### src/rtl/bin_a_bcd_pkg.sv
// ============================================================================
//  Module      : bin_a_bcd_pkg
//  Description : Shared constants for the calculator datapath. Holds the FSM
//                state encodings and the default widths, and is used by the
//                divider, the BCD converter and the display driver.
//  Revision    : 1.0 - initial release
// ============================================================================
`default_nettype none

package bin_a_bcd_pkg;

  localparam int ANCHO_BIN_DEF = 32;
  localparam int DIGITOS_DEF   = 10;

  localparam logic [1:0] REPOSO   = 2'd0;
  localparam logic [1:0] CARGA    = 2'd1;
  localparam logic [1:0] DESPLAZA = 2'd2;
  localparam logic [1:0] LISTO    = 2'd3;

endpackage

`default_nettype wire

### src/rtl/bin_a_bcd_ajuste_digito.sv
// ============================================================================
//  Module      : bin_a_bcd_ajuste_digito
//  Description : Combinational double-dabble correction for one BCD digit.
//                A digit of 5 or more gets 3 added to it.
//  Revision    : 1.0 - initial release
// ============================================================================
`default_nettype none

module bin_a_bcd_ajuste_digito (
  input  logic [3:0] digito_in,
  output logic [3:0] digito_out
);

  assign digito_out = (digito_in >= 4'd5) ? digito_in + 4'd3 : digito_in;

endmodule

`default_nettype wire

### src/rtl/bin_a_bcd.sv
// ============================================================================
//  Module      : bin_a_bcd
//  Description : Sequential binary-to-BCD converter, shift-add-3, one bit per
//                clock. Optional leading-zero blanking when BCD_BLANK_EN is
//                defined.
//  Revision    : 1.0 - initial release
// ============================================================================
`default_nettype none

module bin_a_bcd
  import bin_a_bcd_pkg::*;
#(
  parameter int ANCHO_BIN = ANCHO_BIN_DEF,
  parameter int DIGITOS   = DIGITOS_DEF
) (
  input  logic                   clock,
  input  logic                   rst,
  input  logic                   comenzar,
  input  logic [ANCHO_BIN-1:0]   binario,
  output logic [4*DIGITOS-1:0]   bcd,
  output logic [DIGITOS-1:0]     apagar,
  output logic                   ocupado,
  output logic                   finalizado,
  output logic                   desborde
);

  localparam int CW = $clog2(ANCHO_BIN + 1);

  logic [1:0]             estado;
  logic                   comenzar_q;
  logic [ANCHO_BIN-1:0]   bin_sr;
  logic [4*DIGITOS-1:0]   scratch;
  logic [4*DIGITOS-1:0]   scratch_adj;
  logic [CW-1:0]          contador;
  logic                   desborde_acc;

  generate
    for (genvar d = 0; d < DIGITOS; d++) begin : g_ajuste
      bin_a_bcd_ajuste_digito u_ajuste (
        .digito_in  (scratch[4*d +: 4]),
        .digito_out (scratch_adj[4*d +: 4])
      );
    end
  endgenerate

  always_ff @(posedge clock) begin
    if (rst) begin
      estado       <= REPOSO;
      comenzar_q   <= 1'b0;
      bin_sr       <= '0;
      scratch      <= '0;
      contador     <= '0;
      desborde_acc <= 1'b0;
      bcd          <= '0;
      ocupado      <= 1'b0;
      finalizado   <= 1'b0;
      desborde     <= 1'b0;
    end else begin
      comenzar_q <= comenzar;
      finalizado <= 1'b0;
      case (estado)
        REPOSO: begin
          if (comenzar && !comenzar_q) estado <= CARGA;
        end
        CARGA: begin
          bin_sr       <= binario;
          scratch      <= '0;
          contador     <= CW'(ANCHO_BIN);
          desborde_acc <= 1'b0;
          ocupado      <= 1'b1;
          estado       <= DESPLAZA;
        end
        DESPLAZA: begin
          // Whatever leaves the top digit is lost, so remember it as overflow.
          scratch      <= {scratch_adj[4*DIGITOS-2:0], bin_sr[ANCHO_BIN-1]};
          bin_sr       <= {bin_sr[ANCHO_BIN-2:0], 1'b0};
          desborde_acc <= desborde_acc | scratch_adj[4*DIGITOS-1];
          contador     <= contador - CW'(1);
          if (contador == CW'(1)) estado <= LISTO;
        end
        LISTO: begin
          bcd        <= scratch;
          desborde   <= desborde_acc;
          finalizado <= 1'b1;
          ocupado    <= 1'b0;
          estado     <= REPOSO;
        end
        default: estado <= REPOSO;
      endcase
    end
  end

`ifdef BCD_BLANK_EN
  logic [DIGITOS-1:0] mascara;
  logic               solo_ceros;

  // Walk from the most significant digit down; units digit always shown.
  always_comb begin
    mascara    = '0;
    solo_ceros = 1'b1;
    for (int i = DIGITOS - 1; i > 0; i--) begin
      solo_ceros = solo_ceros & (scratch[4*i +: 4] == 4'd0);
      mascara[i] = solo_ceros;
    end
  end

  always_ff @(posedge clock) begin
    if (rst) begin
      apagar <= '0;
    end else if (estado == LISTO) begin
      apagar <= mascara;
    end
  end
`else
  assign apagar = '0;
`endif

endmodule

`default_nettype wire
### config.mk
export PLATFORM = sky130hd
export DESIGN_NAME = bin_a_bcd
export DESIGN_NICKNAME = d
export VERILOG_FILES = /design/src/rtl/bin_a_bcd_pkg.sv /design/src/rtl/bin_a_bcd_ajuste_digito.sv /design/src/rtl/bin_a_bcd.sv
export SDC_FILE = /design/constraint.sdc
export NUM_CORES = 1
export LEC_CHECK = 0
export ABC_CLOCK_PERIOD_IN_PS = 2100
export CAP_MARGIN = 10
export CORE_UTILIZATION = 54
export CTS_CLUSTER_DIAMETER = 80
export CTS_CLUSTER_SIZE = 25
export DETAILED_ROUTE_END_ITERATION = 10
export GPL_TIMING_DRIVEN = 0
export PLACE_DENSITY = 0.8
export SKIP_CTS_REPAIR_TIMING = 1
export SLEW_MARGIN = 20
export SYNTH_ARGS = -nofsm -noshare
export SYNTH_HDL_FRONTEND = slang
export SYNTH_SLANG_ARGS = --single-unit
### constraint.sdc
create_clock -name clock -period 2.1 [get_ports clock]
set_clock_uncertainty 0.15 [all_clocks]
set_input_delay 0.42 -clock clock [delete_from_list [all_inputs] [get_ports clock]]
set_output_delay 0.42 -clock clock [all_outputs]
set_load 0.1 [all_outputs]
==> summary.txt <==
Post-synth EDFFs -> 0
synth unique cells -> 32
GRT Overall Usage -> 25.5%
final wirelength -> 13400 um
initial DRC count -> 288
clk root buf -> clkbuf_8
layout cell share with drive strength beyond 1 -> 15.3%
sequential power share -> 33.3%
Synth Area in Compound Gates -> 13.6%
post-route clock period utilization -> 96.2%
final hold violation count -> 0
Leak -> 2.72 nW
grt total ovfl -> 0
f_max -> 495 MHz
IO Count -> 88
synth warn -> 0
largest family of logic cells by synthesized area -> multiplexers
CTS tree -> done
Final Cell Area -> 0.00697 mm^2
Area growth syn-to-layout -> 24.7%
max-slew violation count -> 0
GPL Wtd Cong -> 0.822
internal power -> 5.51 mW
final setup violation count -> 0
Cells after DPL -> 802
Crit. End Element -> flip-flop
final setup TNS -> 0 ns
Post-Synth Simple-Gate Area -> 10.9%
latest clock arrival within the worst-skew pair -> 0.53 ns
unrepaired setup endpoints after global routing -> yes
antenna fix cells -> 0
Net Sw Frac -> 35.2%
Antenna Violating Nets Remaining -> 0
crit path kind -> flip-flop to flip-flop
Synth Area in Adders -> 6.04%
Slew HR -> 55.0%
net switching power -> 2.99 mW
Comb pwr share -> 31.8%
DRC viols -> 0
Synth Register Bits -> 125
vias in the first global route -> 4658
first-pass GRT wire length -> 22000 um
Mapped Area -> 0.00559 mm^2
Clock transition at path regs -> 0.06 ns
CP arrival -> 2.26 ns
slowest CP cell -> dfxtp_1
mux contribution to synthesized area -> 14.9%
Worst path max stage delay -> 0.38 ns
worst vdd ir -> 0.762 mV
WL/cell -> 16.1 um
Syn Area/Cell -> 9.59 um^2
placed cell area -> 0.00656 mm^2
Die W -> 104 um
Vias per Instance -> 5.49
Power, Total -> 8.50 mW
die area -> 0.0108 mm^2
synthesized-area fraction occupied by xor and xnor cells -> 3.92%
drt first pass iters -> 5
Core ar. -> 0.00991 mm^2
clock sink count -> 125
crit path cell chain -> inv_1 > ha_1 > buf_2 > clkbuf_4 > o31ai_1 > a32oi_1 > nor2_1
Detail Placement HPWL -> 8830 um
startpoint types -> flip-flop
Post-Syn Instances -> 583
standard-cell rows -> 36
Die H -> 104 um
via count -> 4575
Synth async-reset ratio -> 0%
Starting Density -> 56.4%
largest net degree at the start of global routing -> 17
Req. time, crit path -> 2.34 ns
final layout net count -> 750
status -> finished clean
sequential cell area fraction in the yosys report -> 44.8%
fin crit period -> 2.02 ns
worst-path maximum fanout -> 10
initial antenna violation count -> 0
clock buffer count from CTS -> 17
Least-Margin Pin Slew -> 0.675 ns
H-Tree Depth -> 4
Buffers on Ports -> 77
worst min path class -> flip-flop to flip-flop
ys flop type -> dfxtp_1
pwr/cell area -> 1220 mW/mm^2
Finished Layout Cells -> 834
CTS Buffer Depth -> 2
Hold Slack -> 0.335 ns
max cap viols -> 0
clock power share -> 34.9%
==> cells by family after synthesis <==
group | Yosys count
and+or+nand+nor | 142
xor gates and xnor gates | 25
buffers and inverters | 72
muxes | 83
adders and majority gates | 27
AOI/OAI and AO/OA | 108
other | 1
DFF | 125
==> sequential cells by signal, summed over array words and instances, names as in the netlist <==
register and flops:
bcd 40, scratch 40, bin_sr 32, contador 6, estado 2, comenzar_q 1
desborde 1, desborde_acc 1, finalizado 1, ocupado 1
==> power groups by stage <==
stage / clock network [mW] / logic, mW / registers (mW)
global route: 3.10 / 2.95 / 2.86
CTS: 2.99 / 2.66 / 2.83
detailed placement: 0 / 2.62 / 2.87
finish: 2.96 / 2.70 / 2.83
floorplan: 0 / 1.95 / 2.90
global placement: 0 / 2.54 / 2.86
==> cell usage in the layout (no fill, tap or decap), drive strengths merged <==
cell,n
a211oi,32
a21oi,13
a221oi,1
a22o,9
a32oi,10
and2,1
buf,25
bufinv,3
clkbuf,81
clkdlybuf4s50,34
clkinv,1
clkinvlp,4
conb,10
dfxtp,125
ha,27
inv,33
mux2,1
mux2i,82
nand2,23
nand2b,15
nand3,2
nor2,93
nor2b,2
nor3,2
nor4,1
nor4b,1
o21a,1
o21ai,21
o22a,1
o31ai,19
o32ai,1
or3b,2
xnor2,14
xor2,11
==> path summary, 6_finish.rpt <==
check,from,slack (ns),cells after the start,endpoint
setup / recovery,estado[0],0.08,7,scratch[27]
hold / removal,bin_sr[2],0.33,2,bin_sr[2]
setup reg to reg,estado[0],0.08,7,scratch[27]
hold reg to reg,bin_sr[2],0.33,2,bin_sr[2]
==> final cells by class <==
type | instances | area (um^2)
buffer | 45 | 245
timing repair buffer | 77 | 556
multi-input combinational | 395 | 2800
clock buffer | 18 | 418
fill | 724 | 2940
inverter | 27 | 101
tap | 133 | 166
sequential | 125 | 2500
clock inverter | 14 | 181
==> metal layers <==
layer | track usage (%) | routed length [um] | vias up
met2 | 45.3 | 6760 | 150
li1 | - | - | 2211
met4 | 10.8 | 306 | 0
met5 | 0 | 0 | -
met3 | 6.04 | 741 | 36
met1 | 29.4 | 5620 | 2178
==> worst max-delay path, delay by kind of cell (launching register included) <==
| kind | cells | cell delay (ns) |
|---|---|---|
| compound gates | 2 | 0.29 |
| buf+inv | 3 | 0.64 |
| fa+ha+maj | 1 | 0.36 |
| flops | 1 | 0.38 |
| simple gates | 1 | 0.05 |
==> cell usage after synthesis (all sizes together) (2+ instances only) <==
library cell	count	area (um^2)
ha	27	338
o21ai	21	105
xor2	11	96.3
xnor2	14	123
o31ai	19	143
mux2i	82	821
nand3	2	10.0
buf	27	161
inv	27	101
a21oi	13	65.1
clkbuf	18	67.6
a22o	9	78.8
dfxtp	125	2500
a211oi	32	240
nor2b	2	12.5
nand2	23	86.3
nand2b	15	93.8
nor2	93	349
or3b	2	17.5
nor3	2	10.0
a32oi	10	87.6
==> through the flow <==
stage	worst slack (ns)	util [%]
final	0.0805	70.3
after global routing	-0.0100	70.3
after CTS	-0.517	72.3
after detailed placement	-0.286	66.2
after global placement	-0.249	66.2
after floorplan	0.328	-
(Power assumes the default switching activity.)
